File: src/rtl/axi_lite_reg_bank_if.sv
// AXI4-Lite slave-side bus bundle for the register bank: AW/W/B write channels and AR/R read channels.
interface axi_lite_reg_bank_if #(
    parameter int ADDR_WIDTH = 32
);
    logic                  i_awvalid;
    logic [ADDR_WIDTH-1:0] i_awaddr;
    logic                  o_awready;
    logic                  i_wvalid;
    logic                  o_wready;
    logic [3:0]            i_wstrb;
    logic [31:0]           i_wdata;
    logic                  o_bvalid;
    logic                  i_bready;
    logic [1:0]            o_bresp;
    logic                  i_arvalid;
    logic                  o_arready;
    logic [ADDR_WIDTH-1:0] i_araddr;
    logic                  o_rvalid;
    logic                  i_rready;
    logic [1:0]            o_rresp;
    logic [31:0]           o_rdata;

    modport slave (
        input  i_awvalid, i_awaddr, i_wvalid, i_wstrb, i_wdata, i_bready,
        input  i_arvalid, i_araddr, i_rready,
        output o_awready, o_wready, o_bvalid, o_bresp,
        output o_arready, o_rvalid, o_rresp, o_rdata
    );

    modport master (
        output i_awvalid, i_awaddr, i_wvalid, i_wstrb, i_wdata, i_bready,
        output i_arvalid, i_araddr, i_rready,
        input  o_awready, o_wready, o_bvalid, o_bresp,
        input  o_arready, o_rvalid, o_rresp, o_rdata
    );
endinterface

File: src/rtl/axi_lite_reg_bank.sv
// AXI4-Lite register bank: VERSION, W1C interrupt status, interrupt enable,
// NUM_CTRL byte-strobed control words and NUM_STATUS read-only status words.
module axi_lite_reg_bank #(
    parameter int          ADDR_WIDTH    = 32,
    parameter int          NUM_CTRL      = 4,
    parameter int          NUM_STATUS    = 2,
    parameter int          NUM_IRQ       = 8,
    parameter logic [31:0] CTRL_RESET    = 32'h0,
    parameter int          MAJOR_VERSION = 1,
    parameter int          MINOR_VERSION = 1,
    parameter int          REVISION      = 0
) (
    input  logic                    i_axi_clk,
    input  logic                    i_axi_rst,
    axi_lite_reg_bank_if.slave      bus,
    output logic [32*NUM_CTRL-1:0]  o_ctrl,
    input  logic [32*NUM_STATUS-1:0] i_status,
    input  logic [NUM_IRQ-1:0]      i_irq_src,
    output logic                    o_irq
);
    localparam int          IW          = ADDR_WIDTH - 2;
    localparam int          CTRL_BASE   = 4;
    localparam int          STATUS_BASE = CTRL_BASE + NUM_CTRL;
    localparam logic [1:0]  RESP_OKAY   = 2'b00;
    localparam logic [1:0]  RESP_SLVERR = 2'b10;
    localparam logic [31:0] VERSION     = {4'(MAJOR_VERSION), 8'(MINOR_VERSION),
                                           4'(REVISION), 16'h0000};

    typedef enum logic {W_IDLE, W_RESP} w_state_t;
    typedef enum logic {R_IDLE, R_RESP} r_state_t;

    function automatic logic [31:0] lane_mask(input logic [3:0] strb);
        logic [31:0] m;
        for (int b = 0; b < 4; b++) m[8*b +: 8] = {8{strb[b]}};
        return m;
    endfunction

    w_state_t          w_state, w_state_nx;
    r_state_t          r_state, r_state_nx;
    logic              ready_en;
    logic              aw_held, w_held;
    logic [IW-1:0]     awaddr_q;
    logic [31:0]       wdata_q;
    logic [3:0]        wstrb_q;
    logic [1:0]        bresp_q;
    logic [31:0]       rdata_q;
    logic [1:0]        rresp_q;
    logic [31:0]       ctrl_q [NUM_CTRL];
    logic [NUM_IRQ-1:0] irq_en_q, irq_stat_q, irq_src_q, irq_edge, irq_clr;
    logic              irq_q;

    logic              awready_c, wready_c, bvalid_c, arready_c, rvalid_c;
    logic              aw_fire, w_fire, ar_fire, do_write;
    logic [31:0]       wmask;
    logic              wr_err, wr_hit_stat, wr_hit_en;
    logic [NUM_CTRL-1:0] wr_hit_ctrl;
    logic [IW-1:0]     ar_idx;
    logic [31:0]       rd_word, irq_stat_rd, irq_en_rd;
    logic              rd_err;
    logic              unused_addr_lsbs;

    assign unused_addr_lsbs = ^{bus.i_awaddr[1:0], bus.i_araddr[1:0]};

    assign aw_fire  = bus.i_awvalid & awready_c;
    assign w_fire   = bus.i_wvalid & wready_c;
    assign ar_fire  = bus.i_arvalid & arready_c;
    assign do_write = (w_state == W_IDLE) & aw_held & w_held;
    assign wmask    = lane_mask(wstrb_q);
    assign irq_edge = i_irq_src & ~irq_src_q;
    assign irq_clr  = (do_write && wr_hit_stat) ? (wdata_q[NUM_IRQ-1:0] & wmask[NUM_IRQ-1:0])
                                                : '0;

    assign bus.o_awready = awready_c;
    assign bus.o_wready  = wready_c;
    assign bus.o_bvalid  = bvalid_c;
    assign bus.o_bresp   = bresp_q;
    assign bus.o_arready = arready_c;
    assign bus.o_rvalid  = rvalid_c;
    assign bus.o_rresp   = rresp_q;
    assign bus.o_rdata   = rdata_q;
    assign o_irq         = irq_q;

    for (genvar k = 0; k < NUM_CTRL; k++) begin : g_ctrl_out
        assign o_ctrl[32*k +: 32] = ctrl_q[k];
    end

    // Readies stay low until the first clock edge after reset is released.
    always_ff @(posedge i_axi_clk or negedge i_axi_rst) begin
        if (!i_axi_rst) begin
            ready_en <= 1'b0;
            w_state  <= W_IDLE;
            r_state  <= R_IDLE;
        end else begin
            ready_en <= 1'b1;
            w_state  <= w_state_nx;
            r_state  <= r_state_nx;
        end
    end

    always_comb begin
        w_state_nx = w_state;
        awready_c  = 1'b0;
        wready_c   = 1'b0;
        bvalid_c   = 1'b0;
        case (w_state)
            W_IDLE: begin
                awready_c = ready_en & ~aw_held;
                wready_c  = ready_en & ~w_held;
                if (aw_held && w_held) w_state_nx = W_RESP;
            end
            W_RESP: begin
                bvalid_c = 1'b1;
                if (bus.i_bready) w_state_nx = W_IDLE;
            end
            default: w_state_nx = W_IDLE;
        endcase
    end

    always_comb begin
        r_state_nx = r_state;
        arready_c  = 1'b0;
        rvalid_c   = 1'b0;
        case (r_state)
            R_IDLE: begin
                arready_c = ready_en;
                if (ar_fire) r_state_nx = R_RESP;
            end
            R_RESP: begin
                rvalid_c = 1'b1;
                if (bus.i_rready) r_state_nx = R_IDLE;
            end
            default: r_state_nx = R_IDLE;
        endcase
    end

    always_comb begin
        wr_err      = 1'b1;
        wr_hit_stat = 1'b0;
        wr_hit_en   = 1'b0;
        wr_hit_ctrl = '0;
        if (awaddr_q == IW'(1)) begin
            wr_hit_stat = 1'b1;
            wr_err      = 1'b0;
        end
        if (awaddr_q == IW'(2)) begin
            wr_hit_en = 1'b1;
            wr_err    = 1'b0;
        end
        for (int k = 0; k < NUM_CTRL; k++) begin
            if (awaddr_q == IW'(CTRL_BASE + k)) begin
                wr_hit_ctrl[k] = 1'b1;
                wr_err         = 1'b0;
            end
        end
    end

    // Read mux; anything not matched falls through as SLVERR with zero data.
    always_comb begin
        ar_idx      = bus.i_araddr[ADDR_WIDTH-1:2];
        irq_stat_rd = '0;
        irq_en_rd   = '0;
        irq_stat_rd[NUM_IRQ-1:0] = irq_stat_q;
        irq_en_rd[NUM_IRQ-1:0]   = irq_en_q;
        rd_word = '0;
        rd_err  = 1'b1;
        if (ar_idx == IW'(0)) begin
            rd_word = VERSION;
            rd_err  = 1'b0;
        end
        if (ar_idx == IW'(1)) begin
            rd_word = irq_stat_rd;
            rd_err  = 1'b0;
        end
        if (ar_idx == IW'(2)) begin
            rd_word = irq_en_rd;
            rd_err  = 1'b0;
        end
        for (int k = 0; k < NUM_CTRL; k++) begin
            if (ar_idx == IW'(CTRL_BASE + k)) begin
                rd_word = ctrl_q[k];
                rd_err  = 1'b0;
            end
        end
        for (int k = 0; k < NUM_STATUS; k++) begin
            if (ar_idx == IW'(STATUS_BASE + k)) begin
                rd_word = i_status[32*k +: 32];
                rd_err  = 1'b0;
            end
        end
    end

    always_ff @(posedge i_axi_clk or negedge i_axi_rst) begin
        if (!i_axi_rst) begin
            aw_held  <= 1'b0;
            w_held   <= 1'b0;
            awaddr_q <= '0;
            wdata_q  <= '0;
            wstrb_q  <= '0;
            bresp_q  <= RESP_OKAY;
            rdata_q  <= '0;
            rresp_q  <= RESP_OKAY;
        end else begin
            if (aw_fire) begin
                aw_held  <= 1'b1;
                awaddr_q <= bus.i_awaddr[ADDR_WIDTH-1:2];
            end
            if (w_fire) begin
                w_held  <= 1'b1;
                wdata_q <= bus.i_wdata;
                wstrb_q <= bus.i_wstrb;
            end
            if (do_write) begin
                aw_held <= 1'b0;
                w_held  <= 1'b0;
                bresp_q <= wr_err ? RESP_SLVERR : RESP_OKAY;
            end
            if (ar_fire) begin
                rdata_q <= rd_word;
                rresp_q <= rd_err ? RESP_SLVERR : RESP_OKAY;
            end
        end
    end

    // A fresh edge on a source overrides a simultaneous W1C of the same bit.
    always_ff @(posedge i_axi_clk or negedge i_axi_rst) begin
        if (!i_axi_rst) begin
            for (int k = 0; k < NUM_CTRL; k++) ctrl_q[k] <= CTRL_RESET;
            irq_en_q   <= '0;
            irq_stat_q <= '0;
            irq_src_q  <= '0;
            irq_q      <= 1'b0;
        end else begin
            for (int k = 0; k < NUM_CTRL; k++) begin
                if (do_write && wr_hit_ctrl[k])
                    ctrl_q[k] <= (ctrl_q[k] & ~wmask) | (wdata_q & wmask);
            end
            if (do_write && wr_hit_en)
                irq_en_q <= (irq_en_q & ~wmask[NUM_IRQ-1:0]) |
                            (wdata_q[NUM_IRQ-1:0] & wmask[NUM_IRQ-1:0]);
            irq_stat_q <= (irq_stat_q & ~irq_clr) | irq_edge;
            irq_src_q  <= i_irq_src;
            irq_q      <= |(irq_stat_q & irq_en_q);
        end
    end
endmodule

File: src/flat_wrapper.sv
// flat-port wrapper written by rule: the top's interface ports become plain ports
module axi_lite_reg_bank_flat 
#(
    parameter int          ADDR_WIDTH    = 32,
    parameter int          NUM_CTRL      = 4,
    parameter int          NUM_STATUS    = 2,
    parameter int          NUM_IRQ       = 8,
    parameter logic [31:0] CTRL_RESET    = 32'h0,
    parameter int          MAJOR_VERSION = 1,
    parameter int          MINOR_VERSION = 1,
    parameter int          REVISION      = 0
)
  (i_axi_clk, i_axi_rst, o_ctrl, i_status, i_irq_src, o_irq, bus_i_awvalid, bus_i_awaddr, bus_i_wvalid, bus_i_wstrb, bus_i_wdata, bus_i_bready, bus_i_arvalid, bus_i_araddr, bus_i_rready, bus_o_awready, bus_o_wready, bus_o_bvalid, bus_o_bresp, bus_o_arready, bus_o_rvalid, bus_o_rresp, bus_o_rdata);
  axi_lite_reg_bank_if #(.ADDR_WIDTH(ADDR_WIDTH)) bus_i ();
  input  logic i_axi_clk;
  input  logic i_axi_rst;
  output logic [32*NUM_CTRL-1:0] o_ctrl;
  input  logic [32*NUM_STATUS-1:0] i_status;
  input  logic [NUM_IRQ-1:0] i_irq_src;
  output logic o_irq;
  input wire logic [$bits(bus_i.i_awvalid)-1:0] bus_i_awvalid;
  input wire logic [$bits(bus_i.i_awaddr)-1:0] bus_i_awaddr;
  input wire logic [$bits(bus_i.i_wvalid)-1:0] bus_i_wvalid;
  input wire logic [$bits(bus_i.i_wstrb)-1:0] bus_i_wstrb;
  input wire logic [$bits(bus_i.i_wdata)-1:0] bus_i_wdata;
  input wire logic [$bits(bus_i.i_bready)-1:0] bus_i_bready;
  input wire logic [$bits(bus_i.i_arvalid)-1:0] bus_i_arvalid;
  input wire logic [$bits(bus_i.i_araddr)-1:0] bus_i_araddr;
  input wire logic [$bits(bus_i.i_rready)-1:0] bus_i_rready;
  output wire logic [$bits(bus_i.o_awready)-1:0] bus_o_awready;
  output wire logic [$bits(bus_i.o_wready)-1:0] bus_o_wready;
  output wire logic [$bits(bus_i.o_bvalid)-1:0] bus_o_bvalid;
  output wire logic [$bits(bus_i.o_bresp)-1:0] bus_o_bresp;
  output wire logic [$bits(bus_i.o_arready)-1:0] bus_o_arready;
  output wire logic [$bits(bus_i.o_rvalid)-1:0] bus_o_rvalid;
  output wire logic [$bits(bus_i.o_rresp)-1:0] bus_o_rresp;
  output wire logic [$bits(bus_i.o_rdata)-1:0] bus_o_rdata;
  assign bus_i.i_awvalid = bus_i_awvalid;
  assign bus_i.i_awaddr = bus_i_awaddr;
  assign bus_i.i_wvalid = bus_i_wvalid;
  assign bus_i.i_wstrb = bus_i_wstrb;
  assign bus_i.i_wdata = bus_i_wdata;
  assign bus_i.i_bready = bus_i_bready;
  assign bus_i.i_arvalid = bus_i_arvalid;
  assign bus_i.i_araddr = bus_i_araddr;
  assign bus_i.i_rready = bus_i_rready;
  assign bus_o_awready = bus_i.o_awready;
  assign bus_o_wready = bus_i.o_wready;
  assign bus_o_bvalid = bus_i.o_bvalid;
  assign bus_o_bresp = bus_i.o_bresp;
  assign bus_o_arready = bus_i.o_arready;
  assign bus_o_rvalid = bus_i.o_rvalid;
  assign bus_o_rresp = bus_i.o_rresp;
  assign bus_o_rdata = bus_i.o_rdata;
  axi_lite_reg_bank #(.ADDR_WIDTH(ADDR_WIDTH), .NUM_CTRL(NUM_CTRL), .NUM_STATUS(NUM_STATUS), .NUM_IRQ(NUM_IRQ), .CTRL_RESET(CTRL_RESET), .MAJOR_VERSION(MAJOR_VERSION), .MINOR_VERSION(MINOR_VERSION), .REVISION(REVISION)) u_core (.i_axi_clk(i_axi_clk), .i_axi_rst(i_axi_rst), .bus(bus_i), .o_ctrl(o_ctrl), .i_status(i_status), .i_irq_src(i_irq_src), .o_irq(o_irq));
endmodule
File: config.mk
export PLATFORM = sky130hd
export DESIGN_NAME = axi_lite_reg_bank_flat
export DESIGN_NICKNAME = d
export VERILOG_FILES = /design/src/rtl/axi_lite_reg_bank_if.sv /design/src/rtl/axi_lite_reg_bank.sv /design/src/flat_wrapper.sv
export SDC_FILE = /design/constraint.sdc
export NUM_CORES = 1
export LEC_CHECK = 0
export CAP_MARGIN = 0
export CORE_ASPECT_RATIO = 0.9
export CORE_UTILIZATION = 51
export CTS_BUF_LIST = sky130_fd_sc_hd__clkbuf_16
export CTS_CLUSTER_DIAMETER = 60
export DETAILED_ROUTE_END_ITERATION = 10
export PLACE_DENSITY = 0.95
export REMOVE_ABC_BUFFERS = 1
export SYNTH_ARGS = -nofsm -noshare
export SYNTH_HDL_FRONTEND = slang
export SYNTH_SLANG_ARGS = --single-unit
File: constraint.sdc
create_clock -name i_axi_clk -period 6.44 [get_ports i_axi_clk]
set_input_delay 0.966 -clock i_axi_clk [delete_from_list [all_inputs] [get_ports i_axi_clk]]
set_output_delay 0.966 -clock i_axi_clk [all_outputs]
set_load 0.05 [all_outputs]
==> results of run 1 <==
synth_stat cells (all sizes together), types with 5 or more instances:
cell	instances
a31oi	5
o21ai	54
o22ai	9
nand3	31
nor3	11
a311o	12
o221ai	6
a21oi	13
dfrtp	258
buf	24
nand2	59
and2	5
clkbuf	37
nor2	39
nor4	19
nor2b	6
mux2i	21
or2	7
a311oi	5
o2bb2ai	21
mux2	214
a22oi	5
inv	12
a22o	8
nand2b	8
stage by stage:
stage | total power, uW | cells
3_3_place_gp | 2800 | 1536
3_5_place_dp | 2860 | 1536
6_report | 4530 | 1590
2_1_floorplan | 2470 | 883
4_1_cts | 4530 | 1588
5_1_grt | 4690 | 1590
layout make-up:
type	instances	area, sq um	area share
sequential	258	6460	0.395
multi-input combinational	613	4990	0.305
timing repair buffer	356	3530	0.216
clock buffer	28	701	0.0428
tap	297	372	0.0227
clock inverter	24	262	0.0160
inverter	12	45.0	0.00275
antenna	2	5.00	0.000306
power groups by stage:
stage / logic (uW) / clock network (uW) / registers [uW]
2_1_floorplan: 381 / 0 / 2090
6_report: 721 / 1680 / 2120
4_1_cts: 724 / 1690 / 2110
3_5_place_dp: 717 / 0 / 2140
3_3_place_gp: 686 / 0 / 2110
5_1_grt: 767 / 1760 / 2160
metal layers:
metal | share of wire | global-route usage
met1 | 0.38 | 0.416
met2 | 0.48 | 0.555
met3 | 0.093 | 0.0784
met4 | 0.048 | 0.150
met5 | 0 | 0
worst paths after layout:
path                                         from                          to  slack [ps]
setup reg to reg               u_core.awaddr_q[3]                   flip-flop        3020
min in group i_axi_clk     u_core.bus.o_rdata[22]      u_core.bus.o_rdata[22]         490
max in group asynchronous               i_axi_rst      u_core.bus.o_rdata[19]        4460
hold / removal                          i_axi_rst  asynchronous set/reset pin         490
setup / recovery                  bus_i_araddr[7]      u_core.bus.o_rdata[27]        2800
hold reg to reg            u_core.bus.o_rdata[22]      u_core.bus.o_rdata[22]         490
worst reg2reg max path, stage by stage (launching register included):
cell and delay (ps):
sky130_fd_sc_hd__dfrtp_1 370, sky130_fd_sc_hd__nor4_1 370, sky130_fd_sc_hd__nand4_1 350, sky130_fd_sc_hd__nor4_2 1010
sky130_fd_sc_hd__nand3_1 720, sky130_fd_sc_hd__mux2_2 490
cell families (layout without fill, tap and decap cells):
group | count (synthesis) | in the layout | share of synthesized area
compound gates | 170 | 170 | 0.105
xor+xnor | 1 | 1 | 0.000746
buf+inv | 73 | 420 | 0.0265
flops | 258 | 258 | 0.550
mux | 236 | 236 | 0.225
other cells | 2 | 5 | 0.000640
simple gates | 203 | 203 | 0.0924
placed cells by master, fill, tap and decap left out, drive strengths merged, types with 9 or more instances in the layout:
master           n
a21oi           13
a311o           12
buf             17
clkbuf          28
clkdlybuf4s50  339
clkinv          15
dfrtp          258
inv             16
mux2           214
mux2i           21
nand2           59
nand3           31
nor2            39
nor3            11
nor4            19
o21ai           54
o22ai            9
o2bb2ai         21
==> run metrics, run 1 <==
result of the run finished, final reports clean; final-report hold violation count 0; pin count of the biggest net entering global routing 116; final routed DRC violation total 0; number of instances in the synthesized netlist 943; unrepaired setup endpoints after global routing false; Hold WS between 400 and 500 ps; final net count approximately 1400; placed cell area between 15000 and 20000 sq um; area delta synth->final 39.3%; H-tree depth 1; CP arrival between 4000 and 5000 ps; clock buffer depth 3; vias in the first global route just over 10000; sw power ~1300 uW; fraction of the yosys area taken by sequential cells 0.550; static leakage 0.00697 uW; main area contributors after synthesis sky130_fd_sc_hd__dfrtp_1 55%, sky130_fd_sc_hd__mux2_2 21%, sky130_fd_sc_hd__o21ai_0 2.0%, sky130_fd_sc_hd__nand2_1 1.9%, sky130_fd_sc_hd__mux2i_1 1.8%; power density relative to cell area approximately 280 nW/um^2; Top-Level Pins approximately 350; layout cell share with drive strength beyond 1 0.235; total congestion overflow 0; logic depth of the worst setup path including buffers 6; overall die height about 150 microns; total CTS buffers 28; worst clock skew on the final layout between 10 and 15 ps; count of maximum capacitance violations 0; slowest CP cell sky130_fd_sc_hd__nor3_4; fillcell total between 1000 and 1500; Net Sw Frac 0.286; Core Footprint between 20000 and 25000 sq um; IR drop worst, VDD roughly 0.00025 V; via count of the routed design 9749; Final WS setup between 2000 and 3000 ps; kind of path behind the tightest hold check primary input to asynchronous set/reset pin; number of vias per cell roughly 6.1; Worst slew margin 0.247; combined area of all synthesized cells around 12000 sq um; core occupancy in the finished layout 0.727; post-cts gate resize count 0; number of clock sinks 258; crit path buf inv count 1; Crit path largest cell delay 960 ps; top-area cell type share of the netlist area 0.550; number of DRC markers after the initial detailed-route iteration 720; Setup crit end kind flip-flop; final wirelength approximately 40000 microns; combinational cell fraction of total power 0.159; critical path required time about 6900 ps; post-detailed-placement half-perimeter wirelength 27000 microns; Setup violations, final 0; critical-path maximum fanout 17; Clock Tree Root sky130_fd_sc_hd__clkbuf_16; FF-to-FF path depth 5; Routed Antenna Nets 0; clock share of power 0.372; Routed wire per std cell ~25 microns; sort of element at the start of the critical path primary input; CTS tree done; Yosys warning total 0; gpl congestion 0.933; drt first pass iters 6; family with the most delay on the worst path simple AND/OR/NAND/NOR gates; Die X-Extent between 150 and 200 microns; pre-CTS WS approximately 2300 ps; sequential cell fraction of total power 0.469; GRT Total Usage 0.334; number of antenna violations at the first check in global routing 2; number of flops mapped to enable cells by yosys 0; cell internal power dissipation ~3200 uW; Crit Path Class primary input to flip-flop; hold_buf cts 0; cell area after layout around 16000 sq um; highest achievable clock rate 275 MHz; synthesized area divided by synthesized cell count 12.5 sq um; final-report max-slew violation count 0; cell taking the most area after synthesis sky130_fd_sc_hd__dfrtp_1; slew at the pin closest to its max-slew limit 1100 ps; TNS Setup 0 ps; quantity of I/O buffers inserted on ports around 340; Site Rows between 50 and 60; starting utilization of the core area 0.522; final critical-path share of the clock period 0.565; total of flip-flops plus latches after synthesis ~260; post-CTS setup-driven buffer insertion count 0; final period demand of the worst path 3640 ps; Worst-path clk slew 60 ps; Die Outline Area 23600 sq um; ys async rst share 1.00; Unique masters post-synth 63; global-route wire length before repair ~60000 microns; Most used DFF post-synth sky130_fd_sc_hd__dfrtp_1; later-pin clock latency in the skew report 550 ps; ordered cell list for the critical path clkdlybuf4s50_1 -> or4_1 -> nor3_4 -> o21ai_0 -> a311oi_1 -> mux2_2
(Power assumes the default switching activity.)
==> inputs of run 2 (changes only) <==
Settings changed: CORE_UTILIZATION 51 to 43, PLACE_DENSITY 0.95 to 0.87.
Clock period 6.44 ns to 3.2 ns, I/O delays scaled along.
==> run 2 against run 1 <==
The run now ends with hold timing left. Sequential share of layout area fell by 0.72 points. Wire length fell by 0.57%. Power rose by 99%. Clock power rose by 97%. Via count fell by 1.0%. Critical path depth did not move. Register-to-register slack got worse by 2500 ps. Clock skew barely moved. Setup slack got worse by 2300 ps. Global-route usage fell by 5.5 points.
==> run metrics, run 2 (same netlist as run 1, synthesis figures left out) <==
final wirelength 39200 microns (was 39400 microns); fillcell total 2056 (was 1465); post-CTS setup-driven buffer insertion count 0 (unchanged); Die X-Extent 176 microns (was 162 microns); met2 wire len 18500 microns (was 19000 microns); FF-to-FF path depth 6 (was 5); global-route wire length before repair 59300 microns (was 60100 microns); Worst-path clk slew 70 ps (was 60 ps); static leakage 0.00711 uW (was 0.00697 uW); Die Outline Area 28000 sq um (was 23600 sq um); post-cts gate resize count 0 (unchanged); vias in the first global route 10000 (was 10300); total CTS buffers 29 (was 28); H-tree depth 1 (unchanged); overall die height 159 microns (was 146 microns); total congestion overflow 0 (unchanged); area of the multi-input gates 4990 sq um (unchanged); starting utilization of the core area 0.437 (was 0.522); pre-CTS WS 186 ps (was 2330 ps); number of clock sinks 258 (unchanged); setup slack of the worst register-to-register path 520 ps (was 3020 ps); critical path required time 3620 ps (was 6930 ps); area delta synth->final 41.9% (was 39.3%); Final WS setup 517 ps (was 2800 ps); power density relative to cell area 541 nW/um^2 (was 277 nW/um^2); final critical-path share of the clock period 0.838; IR drop worst, VDD 0.000417 V (was 0.000250 V); slew at the pin closest to its max-slew limit 816 ps (was 1100 ps); commonest non-fill, non-tap cells in the layout 339 x sky130_fd_sc_hd__clkdlybuf4s50_1, 258 x sky130_fd_sc_hd__dfrtp_1, 214 x sky130_fd_sc_hd__mux2_2, 59 x sky130_fd_sc_hd__nand2_1, 46 x sky130_fd_sc_hd__o21ai_0 (unchanged); Setup violations, final 0 (unchanged); pin count of the biggest net entering global routing 99 (was 116); Routed met3 length 3590 microns (was 3660 microns); Ant. Diodes 0 (was 2); Routed Antenna Nets 0 (unchanged); Sequential Area 6460 sq um (unchanged); Clock Tree Root sky130_fd_sc_hd__clkbuf_16 (unchanged); GRT Total Usage 0.279 (was 0.334); Hold WS -35.0 ps (was 487 ps); Final Power 9020 uW (was 4530 uW); Metal-1 WL 15500 microns (was 14800 microns); final-report hold violation count 9 (was 0); final routed DRC violation total 0 (unchanged); final period demand of the worst path between 2000 and 3000 ps; Routed wire per std cell 23.4 microns (was 24.8 microns); number of vias per cell 5.77 (was 6.13); number of DRC markers after the initial detailed-route iteration 741 (was 720); highest achievable clock rate ~370 MHz; kind of path behind the tightest hold check primary input to asynchronous set/reset pin (unchanged); critical-path maximum fanout 9 (was 17); Crit Path Class flip-flop to flip-flop (was primary input to flip-flop); worst clock skew on the final layout 14.9 ps (was 14.7 ps); unrepaired setup endpoints after global routing false (unchanged); gpl congestion 0.878 (was 0.933); quantity of I/O buffers inserted on ports 342 (unchanged); drt first pass iters 5 (was 6); number of antenna violations at the first check in global routing 1 (was 2); post-detailed-placement half-perimeter wirelength 27200 microns (was 27000 microns); start of the worst register-to-register path u_core.awaddr_q[15] (was u_core.awaddr_q[3]); result of the run complete, but fails checks (was finished, final reports clean); later-pin clock latency in the skew report 550 ps (about the same); leading cell type in the layout, fill and taps excluded sky130_fd_sc_hd__clkdlybuf4s50_1 (unchanged); Site Rows 57 (was 52); Core Footprint 26900 sq um (was 22500 sq um); CTS tree done (unchanged); Worst slew margin 0.456 (was 0.247); sort of element at the start of the critical path flip-flop (was primary input); final net count 1474 (was 1448); TNS Setup 0 ps (unchanged); violated checks hold timing; layout cell share with drive strength beyond 1 0.252 (was 0.235); Top-Level Pins 349 (unchanged); count of maximum capacitance violations 0 (unchanged); final-report max-slew violation count 0 (unchanged); Setup crit end kind flip-flop (unchanged); core occupancy in the finished layout 0.620 (was 0.727); via count of the routed design 9649 (was 9749); top layer used by detailed routing met5 (was met4); hold_buf cts 0 (unchanged); clock buffer depth 3 (unchanged); CP arrival 3100 ps (was 4120 ps)
[run 2: cell types whose count changed in the layout (fill, tap and decap cells not counted), sizes merged]
cell / previous run / this run
bufinv: 5 / 3
buf: 17 / 42
clkinv: 15 / 13
clkinvlp: 0 / 2
diode: 2 / 0
clkbuf: 28 / 29
inv: 16 / 19
[run 2: layout make-up]
class / instances / share of cell area
tap: 354 / 0.0266
clock inverter: 25 / 0.0135
sequential: 258 / 0.387
inverter: 12 / 0.00270
multi-input combinational: 613 / 0.300
timing repair buffer: 381 / 0.227
clock buffer: 29 / 0.0435
[run 2: report_power, final]
| part | switching (uW) | total [uW] | internal, uW |
|---|---|---|---|
| clock network | 1390 | 3310 | 1910 |
| registers | 508 | 4240 | 3730 |
| logic | 692 | 1470 | 779 |
[run 2: routing by layer]
| metal | up-vias | GRT usage |
|---|---|---|
| met4 | 2 | 0.108 |
| met3 | 111 | 0.0699 |
| met5 | - | 0 |
| met1 | 4802 | 0.359 |
| met2 | 528 | 0.450 |
| li1 | 4206 | - |
[run 2: worst max-delay path by stage]
stage	startpoint	endpoint	slack, ps	cells past startpoint
floorplan	u_core.w_state	u_core.wdata_q[0]	180	4
global placement	bus_i_araddr[7]	u_core.bus.o_rdata[11]	250	8
detailed placement	bus_i_araddr[7]	u_core.bus.o_rdata[15]	190	8
CTS	u_core.awaddr_q[15]	flip-flop	510	6
global route	u_core.awaddr_q[15]	flip-flop	290	6
finish	u_core.awaddr_q[15]	flip-flop	520	6
[run 2: metrics by stage]
stage                     instance area [sq um]  cells
after floorplan                           11500    883
after global placement                    15700   1618
after detailed placement                  15700   1618
after CTS                                 16700   1672
after global routing                      16700   1672
final                                     16700   1672
[run 2: worst max-delay path, stage by stage, from the launching register on]
cell                      delay [ps]
sky130_fd_sc_hd__dfrtp_1         380
sky130_fd_sc_hd__nor4_1          340
sky130_fd_sc_hd__nand4_1         330
sky130_fd_sc_hd__nor4_2          330
sky130_fd_sc_hd__buf_4           230
sky130_fd_sc_hd__nand3_1         480
sky130_fd_sc_hd__mux2_2          470
==> inputs of run 3 (changes only) <==
Clock period 3.2 ns to 2.3 ns, I/O delays scaled along.
==> run 3 against run 2 <==
The flow finishes with violations (setup timing). Critical path type unchanged. Clock skew grew 2.5 ps. Maximum frequency grew 17%. Combinational power grew 40%. Cell count grew 3.3%. Register-to-register slack lost 520 ps. Hold slack gained 310 ps. Largest power group unchanged. Wire length grew 2.0%. Non-clock buffer count grew 58. Power grew 43%. Clock power grew 47%. Cell area grew 4.1%. Critical path depth grew 2.
==> run metrics, run 3 (same netlist as run 1, synthesis figures left out) <==
result of the run complete, but fails checks (unchanged); violated checks setup timing (was hold timing); fillcell total 1970 (was 2056); power density relative to cell area 741 nW/um^2 (was 541 nW/um^2); critical path required time 2730 ps (was 3620 ps); GRT Total Usage 0.282 (was 0.279); GR Layer Usage met2 0.459 (was 0.450); M1 GR Usage 0.364 (was 0.359); setup slack of the worst register-to-register path -0.2 ps (was 520 ps); final routed DRC violation total 0 (unchanged); slew at the pin closest to its max-slew limit 976 ps (was 816 ps); Routed wire per std cell 23.1 microns (was 23.4 microns); Routed Antenna Nets 0 (unchanged); number of non-filler instances in the completed layout 1727 (was 1672); number of DRC markers after the initial detailed-route iteration 662 (was 741); Critical path origin u_core.awaddr_q[17] (was u_core.awaddr_q[15]); via count of the routed design 9949 (was 9649); clock buffer depth 3 (unchanged); Worst-path clk slew 60 ps (was 70 ps); critical-path maximum fanout 8 (was 9); H-tree depth 1 (unchanged); area delta synth->final 47.8% (was 41.9%); layout cell share with drive strength beyond 1 0.283 (was 0.252); Die Outline Area 28000 sq um (unchanged); Final WS setup -0.220 ps (was 517 ps); IR drop worst, VDD 0.000714 V (was 0.000417 V); number of clock sinks 258 (unchanged); Core Footprint 26900 sq um (unchanged); Die X-Extent 176 microns (unchanged); gpl congestion 0.914 (was 0.878); Ant. Diodes 0 (unchanged); highest achievable clock rate 435 MHz (was 373 MHz); Worst slew margin 0.348 (was 0.456); Setup violations, final 1 (was 0); unrepaired setup endpoints after global routing true (was false); FF-to-FF path depth 8 (was 6); Setup crit end kind flip-flop (unchanged); pin count of the biggest net entering global routing 66 (was 99); static leakage 0.00750 uW (was 0.00711 uW); sort of element at the start of the critical path flip-flop (unchanged); Hold WS 271 ps (was -35.0 ps); leading cell type in the layout, fill and taps excluded sky130_fd_sc_hd__clkdlybuf4s50_1 (unchanged); overall die height 159 microns (unchanged); post-placement cell count 1671 (was 1618); total CTS buffers 30 (was 29); Crit Path Class flip-flop to flip-flop (unchanged); final critical-path share of the clock period 1.00 (was 0.838); quantity of I/O buffers inserted on ports 342 (unchanged); final net count 1533 (was 1474); global-route wire length before repair 60700 microns (was 59300 microns); Clock Tree Root sky130_fd_sc_hd__clkbuf_16 (unchanged); core occupancy in the finished layout 0.645 (was 0.620); kind of path behind the tightest hold check primary input to flip-flop (was primary input to asynchronous set/reset pin); final wirelength 39900 microns (was 39200 microns); number of vias per cell 5.76 (was 5.77); starting utilization of the core area 0.437 (unchanged); CP arrival 2730 ps (was 3100 ps); start of the worst register-to-register path u_core.awaddr_q[17] (was u_core.awaddr_q[15]); final period demand of the worst path 2300 ps (was 2680 ps); later-pin clock latency in the skew report 560 ps (was 550 ps); number of antenna violations at the first check in global routing 0 (was 1); final-report max-slew violation count 0 (unchanged); Top Usage Layer GRT met2 (unchanged); TNS Setup -0.220 ps (was 0 ps); CTS tree done (unchanged); drt first pass iters 5 (unchanged); met3 demand-to-capacity share in global routing 0.0637 (was 0.0699); Top-Level Pins 349 (unchanged); total congestion overflow 0 (unchanged); commonest non-fill, non-tap cells in the layout 336 x sky130_fd_sc_hd__clkdlybuf4s50_1, 258 x sky130_fd_sc_hd__dfrtp_1, 213 x sky130_fd_sc_hd__mux2_2, 74 x sky130_fd_sc_hd__buf_4, 59 x sky130_fd_sc_hd__nand2_1 (was 339 x sky130_fd_sc_hd__clkdlybuf4s50_1, 258 x sky130_fd_sc_hd__dfrtp_1, 214 x sky130_fd_sc_hd__mux2_2, 59 x sky130_fd_sc_hd__nand2_1, 46 x sky130_fd_sc_hd__o21ai_0); final-report hold violation count 0 (was 9); worst clock skew on the final layout 17.4 ps (was 14.9 ps); Site Rows 57 (unchanged); count of maximum capacitance violations 0 (unchanged); vias in the first global route 10400 (was 10000); post-detailed-placement half-perimeter wirelength 28500 microns (was 27200 microns)
run 3: report_power, final:
group	total [uW]	internal (uW)	switching (uW)
combinational	2060	1100	961
clock	4880	2980	1900
sequential	5920	5200	725
run 3: worst min-delay path by stage:
stage,from,end,slack [ps],cells after the start
finish,i_irq_src[5],u_core.irq_src_q[5],270,1
CTS,i_irq_src[5],u_core.irq_src_q[5],250,1
detailed placement,i_axi_rst,asynchronous set/reset pin,310,1
floorplan,i_axi_rst,asynchronous set/reset pin,50,0
global placement,i_axi_rst,u_core.wdata_q[21],320,1
global route,i_irq_src[5],u_core.irq_src_q[5],260,1
run 3: area by class of cell:
class / instances / area (sq um) / share of cell area
tap: 354 / 443 / 0.0255
multi-input combinational: 613 / 5030 / 0.290
timing repair buffer: 439 / 4370 / 0.252
clock buffer: 31 / 776 / 0.0447
clock inverter: 20 / 230 / 0.0133
sequential: 258 / 6460 / 0.372
inverter: 12 / 45.0 / 0.00260
run 3: stage by stage:
step | power, uW | area, sq um | setup WS [ps]
after CTS | 12900 | 17300 | 1.22
after global routing | 13400 | 17400 | -111
after floorplan | 6910 | 11500 | -719
after global placement | 7930 | 16200 | -418
final | 12900 | 17400 | -0.220
after detailed placement | 8030 | 16200 | -497
run 3: worst max-delay path, stage by stage, from the launching register on:
cell and delay, ps:
sky130_fd_sc_hd__dfrtp_1 380, sky130_fd_sc_hd__nor4_1 340, sky130_fd_sc_hd__nand3_1 270, sky130_fd_sc_hd__nor4_4 300, sky130_fd_sc_hd__buf_4 170, sky130_fd_sc_hd__buf_6 120
sky130_fd_sc_hd__nand3_1 100, sky130_fd_sc_hd__buf_6 210, sky130_fd_sc_hd__mux2_2 280
run 3: metal layers:
layer,part of all wire,wire length [microns]
met1,0.39,15700
met4,0.044,1750
met5,0,0
met3,0.091,3610
met2,0.47,18900
run 3: repair_timing:
item,in CTS,in global routing
hold endpoints to repair,51,0
gates resized for setup,5,16
hold buffers,1,0
endpoints found under the setup margin,15,136
setup buffers,0,2
gates cloned,0,2
